**config.mk**
```make
export PLATFORM = sky130hd
export DESIGN_NAME = fxp_round_sat_pipe_flat
export DESIGN_NICKNAME = d
export VERILOG_FILES = /design/src/rtl/fxp_round_sat_pipe_if.sv /design/src/rtl/fxp_round_sat_pipe.sv /design/src/flat_wrapper.sv
export SDC_FILE = /design/constraint.sdc
export NUM_CORES = 1
export LEC_CHECK = 0
export CELL_PAD_IN_SITES_DETAIL_PLACEMENT = 1
export CELL_PAD_IN_SITES_GLOBAL_PLACEMENT = 1
export CORE_MARGIN = 1
export CORE_UTILIZATION = 39
export DETAILED_ROUTE_END_ITERATION = 12
export PLACE_DENSITY_LB_ADDON = 0.08
export SLEW_MARGIN = 30
export SYNTH_ARGS = -nofsm -noshare
export SYNTH_HDL_FRONTEND = slang
export SYNTH_SLANG_ARGS = --single-unit
```
**constraint.sdc**
```tcl
create_clock -name clk -period 4.1 [get_ports clk]
set_input_delay 0.82 -clock clk [delete_from_list [all_inputs] [get_ports clk]]
set_output_delay 0.82 -clock clk [all_outputs]
set_load 0.01 [all_outputs]
```
**src/rtl/fxp_round_sat_pipe_if.sv**
```systemverilog
// Stream bundle for fxp_round_sat_pipe: upstream sample beats in, rounded integer beats out.
// The master side is the surrounding datapath; the slave side is the converter itself.
interface fxp_round_sat_pipe_if #(
    parameter int IN_W  = 16,
    parameter int OUT_W = 8,
    parameter int LANES = 4
);
    logic                     in_valid;
    logic                     in_ready;
    logic [LANES*IN_W-1:0]    in_data;
    logic [1:0]               in_mode;
    logic                     out_valid;
    logic                     out_ready;
    logic [LANES*OUT_W-1:0]   out_data;
    logic [LANES-1:0]         out_sat;

    modport master (
        output in_valid, in_data, in_mode, out_ready,
        input  in_ready, out_valid, out_data, out_sat
    );

    modport slave (
        input  in_valid, in_data, in_mode, out_ready,
        output in_ready, out_valid, out_data, out_sat
    );
endinterface

```
**src/rtl/fxp_round_sat_pipe.sv**
```systemverilog
// Multi-lane signed fixed-point to integer converter: S1 rounds, S2 saturates; 2-cycle valid/ready pipe.
// Build macro SYMMETRIC_SAT_EN narrows the negative limit to -(2^(OUT_W-1)-1).
module fxp_round_sat_pipe #(
    parameter int IN_W   = 16,
    parameter int FRAC_W = 8,
    parameter int OUT_W  = 8,
    parameter int LANES  = 4,
    parameter int CNT_W  = 16
) (
    input  logic                 clk,
    input  logic                 rst,
    fxp_round_sat_pipe_if.slave  bus,
    input  logic                 cnt_clr,
    output logic [CNT_W-1:0]     sat_count
);
    localparam int RW    = IN_W + 1 - FRAC_W;
    localparam int PW    = $clog2(LANES + 1);
    localparam int MAX_I = (1 << (OUT_W - 1)) - 1;
`ifdef SYMMETRIC_SAT_EN
    localparam int MIN_I = -MAX_I;
`else
    localparam int MIN_I = -MAX_I - 1;
`endif
    localparam logic signed [RW-1:0]   MAX_R   = RW'(MAX_I);
    localparam logic signed [RW-1:0]   MIN_R   = RW'(MIN_I);
    localparam logic signed [IN_W:0]   HALF    = (IN_W+1)'(1 << (FRAC_W - 1));
    localparam logic signed [IN_W:0]   HALF_M1 = (IN_W+1)'((1 << (FRAC_W - 1)) - 1);
    localparam logic [CNT_W+PW-1:0]    CNT_MAX = (CNT_W+PW)'({CNT_W{1'b1}});

    logic                          en;
    logic                          s1_valid_reg;
    logic [LANES-1:0][RW-1:0]      s1_r_reg;
    logic [LANES-1:0][RW-1:0]      round_r;
    logic [LANES-1:0][OUT_W-1:0]   sat_data;
    logic [LANES-1:0]              sat_flag;
    logic [LANES-1:0]              unused_frac;
    logic                          out_valid_reg;
    logic [LANES-1:0][OUT_W-1:0]   out_data_reg;
    logic [LANES-1:0]              out_sat_reg;
    logic [CNT_W-1:0]              sat_count_reg;
    logic [CNT_W-1:0]              sat_count_next;
    logic [PW-1:0]                 sat_pop;
    logic [CNT_W+PW-1:0]           cnt_sum;

    // Whole pipe advances together; the output register is the only place a stall originates.
    assign en           = !out_valid_reg || bus.out_ready;
    assign bus.in_ready = en;
    assign bus.out_valid = out_valid_reg;
    assign bus.out_data  = out_data_reg;
    assign bus.out_sat   = out_sat_reg;
    assign sat_count     = sat_count_reg;

    for (genvar gi = 0; gi < LANES; gi++) begin : g_lane
        logic signed [IN_W:0]  x_ext;
        logic signed [IN_W:0]  odd;
        logic signed [IN_W:0]  sum;
        logic signed [RW-1:0]  r;
        logic                  hi;
        logic                  lo;

        assign x_ext = {bus.in_data[gi*IN_W + IN_W - 1], bus.in_data[gi*IN_W +: IN_W]};
        assign odd   = {{IN_W{1'b0}}, x_ext[FRAC_W]};

        // One extra bit of headroom means the bias add can never overflow.
        assign sum = (bus.in_mode == 2'b00) ? x_ext :
                     (bus.in_mode == 2'b01) ? x_ext + HALF :
                     (bus.in_mode == 2'b10) ? (x_ext[IN_W] ? x_ext + HALF_M1 : x_ext + HALF) :
                                              x_ext + HALF_M1 + odd;

        assign round_r[gi]     = sum[IN_W:FRAC_W];
        assign unused_frac[gi] = ^sum[FRAC_W-1:0];

        assign r  = s1_r_reg[gi];
        assign hi = r > MAX_R;
        assign lo = r < MIN_R;
        assign sat_data[gi] = hi ? MAX_R[OUT_W-1:0] : (lo ? MIN_R[OUT_W-1:0] : r[OUT_W-1:0]);
        assign sat_flag[gi] = hi | lo;
    end

    always_ff @(posedge clk) begin
        if (rst) begin
            s1_valid_reg  <= 1'b0;
            s1_r_reg      <= '0;
            out_valid_reg <= 1'b0;
            out_data_reg  <= '0;
            out_sat_reg   <= '0;
        end else if (en) begin
            s1_valid_reg  <= bus.in_valid;
            out_valid_reg <= s1_valid_reg;
            if (bus.in_valid) begin
                s1_r_reg <= round_r;
            end
            if (s1_valid_reg) begin
                out_data_reg <= sat_data;
                out_sat_reg  <= sat_flag;
            end
        end
    end

    // Counter clamps at all-ones; a clear wins over an increment in the same cycle.
    always_comb begin
        sat_pop = '0;
        for (int i = 0; i < LANES; i++) begin
            sat_pop = sat_pop + PW'(out_sat_reg[i]);
        end
        cnt_sum        = (CNT_W+PW)'(sat_count_reg) + (CNT_W+PW)'(sat_pop);
        sat_count_next = sat_count_reg;
        if (cnt_clr) begin
            sat_count_next = '0;
        end else if (out_valid_reg && bus.out_ready) begin
            sat_count_next = (cnt_sum > CNT_MAX) ? {CNT_W{1'b1}} : cnt_sum[CNT_W-1:0];
        end
    end

    always_ff @(posedge clk) begin
        if (rst) begin
            sat_count_reg <= '0;
        end else begin
            sat_count_reg <= sat_count_next;
        end
    end
endmodule
```
**src/flat_wrapper.sv**
```systemverilog
// flat-port wrapper written by rule: the top's interface ports become plain ports
module fxp_round_sat_pipe_flat 
#(
    parameter int IN_W   = 16,
    parameter int FRAC_W = 8,
    parameter int OUT_W  = 8,
    parameter int LANES  = 4,
    parameter int CNT_W  = 16
)
  (clk, rst, cnt_clr, sat_count, bus_in_valid, bus_in_data, bus_in_mode, bus_out_ready, bus_in_ready, bus_out_valid, bus_out_data, bus_out_sat);
  fxp_round_sat_pipe_if #(.IN_W(IN_W), .OUT_W(OUT_W), .LANES(LANES)) bus_i ();
  input  logic clk;
  input  logic rst;
  input  logic cnt_clr;
  output logic [CNT_W-1:0] sat_count;
  input wire logic [$bits(bus_i.in_valid)-1:0] bus_in_valid;
  input wire logic [$bits(bus_i.in_data)-1:0] bus_in_data;
  input wire logic [$bits(bus_i.in_mode)-1:0] bus_in_mode;
  input wire logic [$bits(bus_i.out_ready)-1:0] bus_out_ready;
  output wire logic [$bits(bus_i.in_ready)-1:0] bus_in_ready;
  output wire logic [$bits(bus_i.out_valid)-1:0] bus_out_valid;
  output wire logic [$bits(bus_i.out_data)-1:0] bus_out_data;
  output wire logic [$bits(bus_i.out_sat)-1:0] bus_out_sat;
  assign bus_i.in_valid = bus_in_valid;
  assign bus_i.in_data = bus_in_data;
  assign bus_i.in_mode = bus_in_mode;
  assign bus_i.out_ready = bus_out_ready;
  assign bus_in_ready = bus_i.in_ready;
  assign bus_out_valid = bus_i.out_valid;
  assign bus_out_data = bus_i.out_data;
  assign bus_out_sat = bus_i.out_sat;
  fxp_round_sat_pipe #(.IN_W(IN_W), .FRAC_W(FRAC_W), .OUT_W(OUT_W), .LANES(LANES), .CNT_W(CNT_W)) u_core (.clk(clk), .rst(rst), .bus(bus_i), .cnt_clr(cnt_clr), .sat_count(sat_count));
endmodule
```
==> metrics <==
post-synth cell types=80; pre-CTS setup slack=approximately 0.46 ns; asr flop ratio synth=0%; RSZ-0062 raised after global routing=no; CP arrival=between 3 and 4 ns; largest family of logic cells by synthesized area=simple AND/OR/NAND/NOR gates; placed cells=between 1000 and 1500; hpwl dp=between 15 and 20 mm; Die W=around 140 um; Post-Synthesis Cells=972; maximum buffer depth of the clock tree=2; Tot Pwr=roughly 0.0024 W; VDD IR max=0.205 mV; Int Power=between 0.0015 and 0.002 W; postcts setup bufs=0; clock-pin transition on the worst setup and hold timing paths=approximately 0.070 ns; Compound-Gate Fraction of Synth Area=26.4%; via count=7313; post-synthesis sequential area ratio=26.0%; GPL Wtd Cong=roughly 0.9; clock tree from TritonCTS=built; Setup crit start kind=register; clk_lat worst skew=~0.34 ns; first-pass iteration count of the detailed router=5; Num CTS Buffers=9; row count=48; CTS root buf=clkbuf_16; Clock Skew=0.0106 ns; Syn Area/Cell=approximately 7.1 um^2; Die Height=about 140 um; crit-path cells=ha_1, inv_1, fa_1, inv_1, ha_1, inv_1, fa_1, nor2b_1, o21ai_0, nor2_1, and3_1, a31oi_1, buf_4, nand2b_1, a21oi_1, a311oi_1; largest net degree at the start of global routing=46; Power Density=approximately 280 nW/um^2; Synth Area in Adders=under 10%; Starting Density=40.0%; mapped cell area=between 6000 and 7000 um^2; Post-CTS Resized=0; Yosys warnings=0; post-cts hold buffer count=0; Comb power frac=between 20% and 30%; Max Clk Rate=~270 MHz; outcome=complete, no violations; Routed WL=about 21 mm; Crit Path Category=reg2reg; critical path startpoint=u_core.bus.out_sat[0]; gr ovfl total=0; Final Hold Vio Count=0; Non-Filler Instances=1283; Post-synth EDFFs=0; period utilization=90.1%; RR Startpoint=u_core.bus.out_sat[0]; min-delay worst type=reg2reg; slowest CP cell=a31oi_1; port bufs=124; leakage=between 2 and 3 nW; global-route wire length before repair=between 30 and 40 mm; die area=~18000 um^2; endpoint type of the worst setup path=register; worst-path fanout max=9; boundary pin count=about 130; DRC violation count after routing=0; HP Start=u_core.bus.out_data[23]; Post-Syn Nets=~1100; Net Sw Frac=29.3%; Post-DP Area=8200 um^2; WL/cell=16.3 um; max-slew violations=0; Final Worst Setup Slack=about 0.40 ns; layout cells sized above 1=under 10%; vias in the first global route=6750; drt initial violations=336; max incr delay on CP=around 0.6 ns; Sink Count=90; Clk pwr share=between 30% and 40%; Final setup violation count=0; post-synthesis mux area share=1.50%; initial antenna violation count=0; area grow syn2layout=22.6%; Finished Cell Area=about 8500 um^2; Synth Area in XOR/XNOR=under 10%; Total GRT Usage=between 20% and 30%; Net Sw Power=between 0.0007 and 0.0008 W; setup tns final=0 ns; sequential power share=around two fifths; Top FF cell, synth=dfxtp_1; most frequent CP cell=inv_1; Max Cap Viol=0; diode count=0; Routed Antenna Nets=0; Rel. slew slack=about half; clock period minus final worst setup slack=between 3 and 4 ns; Synth Area in Simple Gates=between 20% and 30%; post-synthesis register bit count=90; core box area=about 17000 um^2; Worst Tran Pin Value=approximately 0.75 ns; nets=1140; Worst Path Required=4.31 ns; max reg flops=36; htree depth=3; Via density=approximately 5.7
critical path: cells and delay by family, from the launching register on:
family	cells	cell delay, ns
buffers and inverters	4	0.44
and+or+nand+nor	4	0.55
AOI/OAI and AO/OA	4	1.11
adders and majority gates	4	1.13
DFF	1	0.33
cell usage in the layout, fill, tap and decap left out, types with 12 or more instances in the layout:
cell type	instances
a311oi_1	13
nor2_1	99
ha_1	13
nand3_1	30
clkdlybuf4s50_1	123
xor2_1	20
nor3_1	52
xnor2_1	33
a211oi_1	21
and3_1	18
nand2_1	131
a21oi_1	104
dfxtp_1	90
inv_1	32
o21ai_0	69
buf_4	12
per-stage QoR:
step	utilization, %	hold WS (ns)
finish	49.0	0.456
global route	49.0	0.481
CTS	49.0	0.461
detailed placement	47.3	0.451
global placement	47.3	0.446
floorplan	-	0.433
cells in the mapped netlist, drive strengths merged (10+ instances only):
library cell  count  area, um^2
a211oi           22         170
nor3             53         277
xnor2            33         289
o21ai            69         345
and3             18         113
nand3            31         160
inv              32         120
buf              12        62.6
a21oi           104         521
a311oi           13         114
nand4            11        68.8
clkbuf           54         314
xor2             20         175
nor4             11         111
o22ai            10        68.8
nand2           131         492
dfxtp            90        1800
ha               13         163
nor2             99         372
path summary, 6_finish.rpt:
kind                                   to  slack (ns)  depth (start not counted)
hold reg to reg   u_core.bus.out_data[23]        0.46                          2
setup reg to reg      u_core.sat_count[5]        0.40                         16
setup / recovery      u_core.sat_count[5]        0.40                         16
hold / removal    u_core.bus.out_data[23]        0.46                          2
layer usage:
metal	vias to the layer above	track usage (%)	share of wire (%)
met1	3464	36.0	53
met2	151	34.6	42
met3	21	1.76	3.0
met5	-	0	0
li1	3677	-	-
met4	0	6.30	1.4
cells by family after synthesis:
logic type / after synthesis
buf+inv: 100
xor+xnor: 53
simple gates: 412
fa+ha+maj: 15
flops: 90
compound gates: 292
mux: 10
final cells by class:
cell class	count	area [um^2]
Clock inverter	5	80.1
Multi-Input combinational cell	782	4630
Inverter	33	124
Tap cell	225	282
Clock buffer	10	229
Fill cell	2191	8840
Timing Repair Buffer	138	1370
Sequential cell	90	1800
power by group through the flow:
stage,registers [W],clock network [W],logic (W)
floorplan,0.000990,0,0.000336
global placement,0.000993,0,0.000561
detailed placement,0.000995,0,0.000570
CTS,0.000976,0.000886,0.000572
global route,0.000982,0.000920,0.000634
finish,0.000975,0.000870,0.000570
Note: power is estimated with default switching activity, not from simulation.
